File: config.mk
export PLATFORM = sky130hd
export DESIGN_NAME = mem_arbiter
export DESIGN_NICKNAME = d
export VERILOG_FILES = /design/src/rtl/mem_arb_pkg.sv /design/src/rtl/rr_arbiter2.sv /design/src/rtl/mem_arbiter.sv
export SDC_FILE = /design/constraint.sdc
export NUM_CORES = 1
export LEC_CHECK = 0
export ABC_AREA = 1
export BUFFER_PORTS_ARGS = -buffer_cell sky130_fd_sc_hd__buf_4
export CORE_ASPECT_RATIO = 1.5
export CORE_MARGIN = 2
export CORE_UTILIZATION = 30
export CTS_CLUSTER_SIZE = 20
export DETAILED_ROUTE_END_ITERATION = 12
export PLACE_DENSITY_LB_ADDON = 0.2
export RECOVER_POWER = 50
export SYNTH_ARGS = -nofsm -noshare
export SYNTH_HDL_FRONTEND = slang
export SYNTH_SLANG_ARGS = --single-unit
File: constraint.sdc
create_clock -name clk -period 1.6 [get_ports clk]
set_input_delay 0.24 -clock clk [delete_from_list [all_inputs] [get_ports clk]]
set_output_delay 0.24 -clock clk [all_outputs]
set_load 0.01 [all_outputs]
File: src/rtl/mem_arb_pkg.sv
// Shared types and constants for the two-port memory arbiter.
package mem_arb_pkg;

  localparam int unsigned ADDR_W = 16;
  localparam int unsigned DATA_W = 16;

  // First RAM address; everything below decodes to ROM.
  localparam logic [ADDR_W-1:0] ROM_LIMIT_DEFAULT = 16'h0100;

  typedef enum logic [1:0] {
    ST_IDLE   = 2'd0,
    ST_SETUP  = 2'd1,
    ST_ACCESS = 2'd2,
    ST_ACK    = 2'd3
  } state_t;

  typedef enum logic {
    GNT_CPU = 1'b0,
    GNT_DMA = 1'b1
  } gnt_t;

  // One requester's access payload.
  typedef struct packed {
    logic              we;
    logic [ADDR_W-1:0] addr;
    logic [DATA_W-1:0] wdata;
  } acc_t;

endpackage

File: src/rtl/rr_arbiter2.sv
// Two-requester round-robin arbiter; ties go to whoever was not granted last.
module rr_arbiter2
  import mem_arb_pkg::*;
(
  input  logic clk,
  input  logic reset_bar,
  input  logic cpu_req,
  input  logic dma_req,
  input  logic update,
  output gnt_t gnt_c
);

  gnt_t last_gnt;

  // Combinational winner from the current requests and the last grant.
  always_comb begin
    gnt_c = GNT_CPU;
    if (cpu_req && dma_req) begin
      gnt_c = (last_gnt == GNT_DMA) ? GNT_CPU : GNT_DMA;
    end else if (dma_req) begin
      gnt_c = GNT_DMA;
    end
  end

  // Remember the winner whenever a grant is actually taken; DMA after reset so CPU wins the first tie.
  always_ff @(posedge clk or negedge reset_bar) begin
    if (!reset_bar) begin
      last_gnt <= GNT_DMA;
    end else if (update) begin
      last_gnt <= gnt_c;
    end
  end

endmodule

File: src/rtl/mem_arbiter.sv
// Arbitrates CPU and DMA onto a single asynchronous memory bus with a fixed
// IDLE/SETUP/ACCESS/ACK sequence. Optional ROM write protection is enabled by
// defining ROM_WRITE_PROTECT_EN.
module mem_arbiter
  import mem_arb_pkg::*;
#(
  parameter logic [ADDR_W-1:0] ROM_LIMIT = ROM_LIMIT_DEFAULT
) (
  input  logic              clk,
  input  logic              reset_bar,
  input  logic              cpu_req,
  input  logic              cpu_we,
  input  logic [ADDR_W-1:0] cpu_addr,
  input  logic [DATA_W-1:0] cpu_wdata,
  output logic              cpu_ack,
  output logic [DATA_W-1:0] cpu_rdata,
  input  logic              dma_req,
  input  logic              dma_we,
  input  logic [ADDR_W-1:0] dma_addr,
  input  logic [DATA_W-1:0] dma_wdata,
  output logic              dma_ack,
  output logic [DATA_W-1:0] dma_rdata,
  output logic [ADDR_W-1:0] mem_address,
  output logic              mem_en,
  output logic              mem_load_bar,
  output logic [DATA_W-1:0] mem_wdata,
  output logic              mem_oe,
  input  logic [DATA_W-1:0] mem_rdata,
  output logic              busy,
  output logic              rom_fault
);

`ifdef ROM_WRITE_PROTECT_EN
  localparam bit WP_EN = 1'b1;
`else
  localparam bit WP_EN = 1'b0;
`endif

  state_t state;
  gnt_t   gnt;
  logic   acc_we;
  logic   blocked;

  gnt_t   gnt_c;
  acc_t   win_c;
  logic   any_req_c;
  logic   update_c;
  logic   blk_c;

  // Grant is only taken in IDLE with at least one request pending.
  assign any_req_c = cpu_req || dma_req;
  assign update_c  = (state == ST_IDLE) && any_req_c;

  rr_arbiter2 u_rr (
    .clk       (clk),
    .reset_bar (reset_bar),
    .cpu_req   (cpu_req),
    .dma_req   (dma_req),
    .update    (update_c),
    .gnt_c     (gnt_c)
  );

  // Winner payload mux and ROM-write detection for the access about to start.
  always_comb begin
    win_c = '{we: cpu_we, addr: cpu_addr, wdata: cpu_wdata};
    if (gnt_c == GNT_DMA) begin
      win_c = '{we: dma_we, addr: dma_addr, wdata: dma_wdata};
    end
    blk_c = WP_EN && win_c.we && (win_c.addr < ROM_LIMIT);
  end

  // Access sequencer; every bus and handshake output is registered here.
  always_ff @(posedge clk or negedge reset_bar) begin
    if (!reset_bar) begin
      state        <= ST_IDLE;
      gnt          <= GNT_CPU;
      acc_we       <= 1'b0;
      blocked      <= 1'b0;
      mem_address  <= '0;
      mem_wdata    <= '0;
      mem_en       <= 1'b0;
      mem_load_bar <= 1'b1;
      mem_oe       <= 1'b0;
      cpu_ack      <= 1'b0;
      dma_ack      <= 1'b0;
      cpu_rdata    <= '0;
      dma_rdata    <= '0;
      busy         <= 1'b0;
    end else begin
      cpu_ack <= 1'b0;
      dma_ack <= 1'b0;
      unique case (state)
        ST_IDLE: begin
          if (any_req_c) begin
            state       <= ST_SETUP;
            gnt         <= gnt_c;
            acc_we      <= win_c.we;
            blocked     <= blk_c;
            mem_address <= win_c.addr;
            mem_wdata   <= win_c.wdata;
            mem_oe      <= win_c.we && !blk_c;
            busy        <= 1'b1;
          end
        end
        ST_SETUP: begin
          state        <= ST_ACCESS;
          mem_en       <= !acc_we;
          mem_load_bar <= !(acc_we && !blocked);
        end
        ST_ACCESS: begin
          state        <= ST_ACK;
          mem_en       <= 1'b0;
          mem_load_bar <= 1'b1;
          mem_oe       <= 1'b0;
          mem_address  <= '0;
          if (gnt == GNT_CPU) begin
            cpu_ack <= 1'b1;
            if (!acc_we) cpu_rdata <= mem_rdata;
          end else begin
            dma_ack <= 1'b1;
            if (!acc_we) dma_rdata <= mem_rdata;
          end
        end
        ST_ACK: begin
          state <= ST_IDLE;
          busy  <= 1'b0;
        end
        default: state <= ST_IDLE;
      endcase
    end
  end

`ifdef ROM_WRITE_PROTECT_EN
  // Sticky flag raised by any suppressed ROM write; only reset clears it.
  always_ff @(posedge clk or negedge reset_bar) begin
    if (!reset_bar) begin
      rom_fault <= 1'b0;
    end else if ((state == ST_SETUP) && blocked) begin
      rom_fault <= 1'b1;
    end
  end
`else
  assign rom_fault = 1'b0;
`endif

endmodule
==> results of run 1 <==
-- flip-flops by register name (all words and copies together), names as in the netlist --
signal         flops
acc_we             1
busy               1
cpu_ack            1
cpu_rdata         16
dma_ack            1
dma_rdata         16
gnt                1
mem_address       16
mem_en             1
mem_load_bar       1
mem_oe             1
mem_wdata         16
state              2
u_rr.last_gnt      1
-- power by group through the flow --
stage                     clock, W  sequential, W  combinational (W)
after floorplan                  0        0.00364            0.00187
after global placement           0        0.00332            0.00410
after detailed placement         0        0.00331            0.00421
after CTS                  0.00225        0.00331            0.00420
after global routing       0.00234        0.00340            0.00439
final                      0.00217        0.00329            0.00387
-- metal layers --
layer,vias up,GRT usage,share of wire
met5,-,0,0
met4,0,0.0522,0.0067
met3,4,0.0571,0.094
met2,126,0.256,0.50
met1,1393,0.173,0.40
li1,1619,-,-
-- cell type report --
cell class | count | share of cell area
clock buffers | 10 | 0.0473
clock inverters | 6 | 0.0176
inverters | 57 | 0.0423
multi-input cells | 279 | 0.249
flip-flops and latches | 75 | 0.372
well taps | 150 | 0.0371
repair buffers | 166 | 0.235
-- worst max-delay path, cell delays in order (launching register included) --
cell and delay [ns]:
dfrtp_1 0.37, inv_1 0.12, ha_2 0.26, inv_2 0.08, or2_1 0.25, buf_12 0.17
nand3_1 0.07, nand2_1 0.06
-- path summary, 6_finish.rpt --
| check | startpoint | endpoint | slack, ns |
|---|---|---|---|
| max | state[0] | mem_address[15] | 0.11 |
| min | mem_rdata[15] | cpu_rdata[15] | 0.17 |
| max reg2reg | state[0] | mem_address[15] | 0.11 |
| min reg2reg | acc_we | mem_load_bar | 0.43 |
| max in group asynchronous | reset_bar | mem_wdata[5] | 0.24 |
| min in group asynchronous | reset_bar | mem_address[7] | 0.54 |
-- cells in the final DEF, fill, tap and decap left out, types with 2 or more instances in the layout --
| cell | count |
|---|---|
| clkbuf_2 | 2 |
| nand2_1 | 193 |
| o21ai_1 | 25 |
| dfstp_2 | 2 |
| ha_2 | 2 |
| dfrtp_1 | 73 |
| buf_12 | 5 |
| buf_4 | 124 |
| o21ai_0 | 13 |
| inv_1 | 53 |
| clkbuf_16 | 9 |
| ha_1 | 2 |
| clkbuf_1 | 33 |
| clkinvlp_4 | 2 |
| bufinv_16 | 2 |
| nand3_2 | 10 |
| nand3_1 | 26 |
| inv_2 | 4 |
-- repair_timing --
action	CTS	global route
gates resized for setup	0	3
setup buffers	0	1
endpoints found under the hold margin	27	0
hold buffers	1	0
endpoints found under the setup margin	0	42
-- cell families (layout without fill, tap and decap cells) --
| logic type | after synthesis | after routing | share of synthesized area |
|---|---|---|---|
| simple gates | 234 | 234 | 0.284 |
| compound gates | 40 | 40 | 0.0611 |
| other cells | 1 | 1 | 0.00108 |
| flops | 75 | 75 | 0.540 |
| fa+ha+maj | 4 | 4 | 0.0144 |
| buf+inv | 78 | 239 | 0.0999 |
-- through the flow --
| step | instances | util | setup WS (ns) | total power [W] |
|---|---|---|---|---|
| after global placement | 725 | 0.422 | 0.0925 | 0.00742 |
| after global routing | 743 | 0.443 | 0.0166 | 0.0101 |
| final | 743 | 0.443 | 0.106 | 0.00933 |
| after CTS | 742 | 0.452 | 0.0246 | 0.00976 |
| after floorplan | 432 | - | 0.121 | 0.00551 |
| after detailed placement | 725 | 0.422 | 0.0425 | 0.00752 |
==> metrics.txt, run 1 <==
outcome finished, final reports clean; Reg2Reg Depth 7; Register Area 0.00188 mm2; Mean Syn Cell Area 8.06 um2; via count 3142; Peak Freq 670 MHz; RSZ-0062 raised after global routing no; prevailing post-synth register cell dfrtp_1; Multi-input gate area 0.00126 mm2; GRT Overall Usage 0.150; number of synthesized flops with an enable pin 0; Seq pwr share 0.353; core area 0.0114 mm2; Worst VDD drop 757 uV; clk_lat worst skew 0.33 ns; # diodes 0; area leader, netlist dfrtp_1; PortBufs 155; arrival time worst endpoint 1.71 ns; Placement Rows 48; I/O pin cnt 157; FFs w/ async S/R, synth 1.00; crit path time final 1.49 ns; Data required, critical path 1.82 ns; Max Cap Viol 0; Lkg Pwr 2.83 nW; Min-Delay Path Class in2reg; critical-path maximum fanout 17; Cell variety after synth 23; Clock Root Buffer clkbuf_16; starting density of the core 0.305; Fin Hold WS 0.173 ns; routed length per instance 12.3 um; power density cells 1850 mW/mm2; Final Hold Vio Count 0; Synth area leaders dfrtp_1 52%, nand2_1 21%, inv_1 5.7%; share of cells above drive strength 1 0.287; Final GP Congestion 0.804; die area 0.0125 mm2; Clock power frac 0.232; #FFs+latches synth 75; Setup crit start kind flip-flop; Post-Route WL 9110 um; clk_skew 0.00488 ns; initial antenna violation count 0; Starting DRT DRC Count 81; final setup fails 0; first-pass GRT wire length 15000 um; DR pass1 iterations 4; Avg Vias per Cell 4.23; top cell type's share of synthesized area 0.525; Synth Warn # 0; Net Count, Synth 522; fillcell total 1184; largest net degree at the start of global routing 34; CP endpoint kind flip-flop; Post-DP Area 0.00482 mm2; Die H 136 um; Max H-tree Level 3; CP Class reg2reg; most common cell in the netlist nand2_1; Clock Tree Buf Depth 2; Die Width 92.0 um; Comb power frac 0.415; vias in the first global route 3170; relative slew slack 0.468; post-route ant nets 0; cell-internal power 0.00588 W; CTS tree built; switch share 0.369; Area Overhead vs Synth 45.2%; Synth top cells by count 193 x nand2_1, 73 x dfrtp_1, 53 x inv_1, 26 x nand3_1, 25 x o21ai_1; GRT overflow 0; Seq/Total Area, Yosys 0.540; clk sinks 75; fin area 0.00505 mm2; Final Slew Violations 0; setup TNS 0 ns; TritonCTS Buffers 9; number of remaining DRC errors 0; Period Utilization, post-route 0.933; NumNets Final 678; synthesized instance count 432; Reg clk slew, reported paths 0.06 ns; Psw 0.00345 W; Mapped Area 0.00348 mm2; Hold Crit Depth 3; Worst Tran Pin Value 0.798 ns; hpwl dp 6940 um
Power figures use the tool's default switching activity.
==> run 2: changes to the inputs <==
- PLACE_DENSITY_LB_ADDON: 0.2 -> not set
- clock period: 1.6 -> 1.89 ns (I/O delays scaled with it)
==> run 2 against run 1 <==
  * First-iteration DRC count increased by 26%
  * Clock power down 27%
  * Via count is 1.1% higher
  * Flip-flop and latch count unchanged
  * Routed wire length up 5.1%
  * Count of clock-buffer cells in the layout rose by 4
  * Non-clock buffer count is 3 lower
  * Critical path depth down 1
  * Die area unchanged
  * Worst setup slack better by 0.10 ns
  * Sequential power is 15% lower
  * Highest routed layer unchanged
==> metrics.txt, run 2 (synthesis results as in run 1) <==
outcome finished, final reports clean; DR pass1 iterations 4; setup TNS 0 ns; clk sinks 75; final core area utilization 0.431; Worst Tran Pin Value 0.744 ns; placed insts 723; Starting DRT DRC Count 102; Reg clk slew, reported paths 0.06 ns; NumNets Final 675; Post-Route WL 9580 um; initial antenna violation count 0; CTS tree built; number of remaining DRC errors 0; most common cell after layout, fill and taps aside nand2_1; core area 0.0114 mm2; Max Cap Viol 0; clk_lat worst skew 0.33 ns; Data required, critical path 2.11 ns; Area Overhead vs Synth 41.3%; starting density of the core 0.305; Post-CTS Setup Bufs 0; Top Usage Layer GRT met2; hpwl dp 7110 um; routed length per instance 12.9 um; Clock Root Buffer clkbuf_16; TritonCTS Buffers 9; # diodes 0; vias in the first global route 3310; Final Slew Violations 0; first-pass GRT wire length 15900 um; Worst VDD drop 660 uV; Setup crit start kind flip-flop; critical path's slowest cell or2_2; power density cells 1530 mW/mm2; Lkg Pwr 2.78 nW; post-route ant nets 0; dpl ws 0.0748 ns; CP endpoint kind flip-flop; most frequent cells in the layout 193 x nand2_1, 126 x buf_4, 73 x dfrtp_1, 54 x inv_1, 37 x clkbuf_1; sum of buffers and inverters on the critical path 2; die area 0.0125 mm2; Placement Rows 48; CP delay by family, top simple AND/OR/NAND/NOR gates; via count 3176; critical-path maximum fanout 17; Peak Freq 595 MHz; RSZ-0062 raised after global routing no; worst-path cell chain inv_1, ha_1, inv_2, or2_2, nand3_1, nand2_1; GRT overflow 0; Period Utilization, post-route 0.890; arrival time worst endpoint 1.90 ns; I/O pin cnt 157; worst setup margin 0.209 ns; Die H 136 um; Crit path largest cell delay 0.47 ns; PortBufs 155; fin cells 740; final setup fails 0; met1 Resource Use GR 0.190; fin area 0.00492 mm2; GRT Overall Usage 0.162; Final GP Congestion 0.733; crit path time final 1.68 ns; met3 Use GR 0.0765; Die Width 92.0 um; Final Hold Vio Count 0; Min-Delay Path Class in2reg; relative slew slack 0.504; share of cells above drive strength 1 0.273; largest net degree at the start of global routing 49; Max H-tree Level 3; clk_skew 0.00515 ns; CP Class reg2reg; M2 GR Usage 0.263; Post-DP Area 0.00476 mm2; Clock Tree Buf Depth 2; Avg Vias per Cell 4.29
run 2: metrics by stage:
stage | hold slack (ns) | total power (W)
after global routing | 0.203 | 0.00820
after floorplan | -0.0121 | 0.00466
after global placement | 0.230 | 0.00619
final | 0.213 | 0.00753
after CTS | 0.202 | 0.00794
after detailed placement | 0.231 | 0.00630
run 2: what timing repair did:
item,CTS,global route
hold buffers,1,0
setup endpoints to repair,0,17
endpoints found under the hold margin,27,0
resized for setup,0,1
run 2: worst min-delay path: cells and delay by family:
family          cells  cell delay (ns)
compound gates      1             0.11
buf+inv             2             0.10
run 2: final timing paths:
check                             start              end  slack [ns]  cells past startpoint
max                            state[0]  mem_address[13]        0.21                      6
min                        mem_rdata[7]     cpu_rdata[7]        0.21                      3
min reg2reg                      acc_we     mem_load_bar        0.47                      1
min in group asynchronous     reset_bar  mem_address[15]        0.55                      2
max reg2reg                    state[0]  mem_address[13]        0.21                      6
max in group asynchronous     reset_bar     mem_load_bar        0.57                      3
run 2: metal layers:
metal	share of wire	vias to the layer above	wire length (um)
li1	-	1610	-
met5	0	-	0
met1	0.41	1429	3950
met2	0.47	129	4480
met3	0.11	8	1030
met4	0.013	0	121
run 2: final cells by class:
cell class	instances	area, um2
clock inverters	2	10.0
flip-flops and latches	75	1880
clock buffers	14	264
multi-input cells	279	1250
well taps	150	188
fillers	1209	6490
inverters	57	214
repair buffers	163	1110
run 2: report_power, final:
| group | internal [W] | switching, W |
|---|---|---|
| Combinational | 0.00128 | 0.00187 |
| Sequential | 0.00237 | 0.000420 |
| Clock | 0.000958 | 0.000637 |
| Total | 0.00460 | 0.00292 |
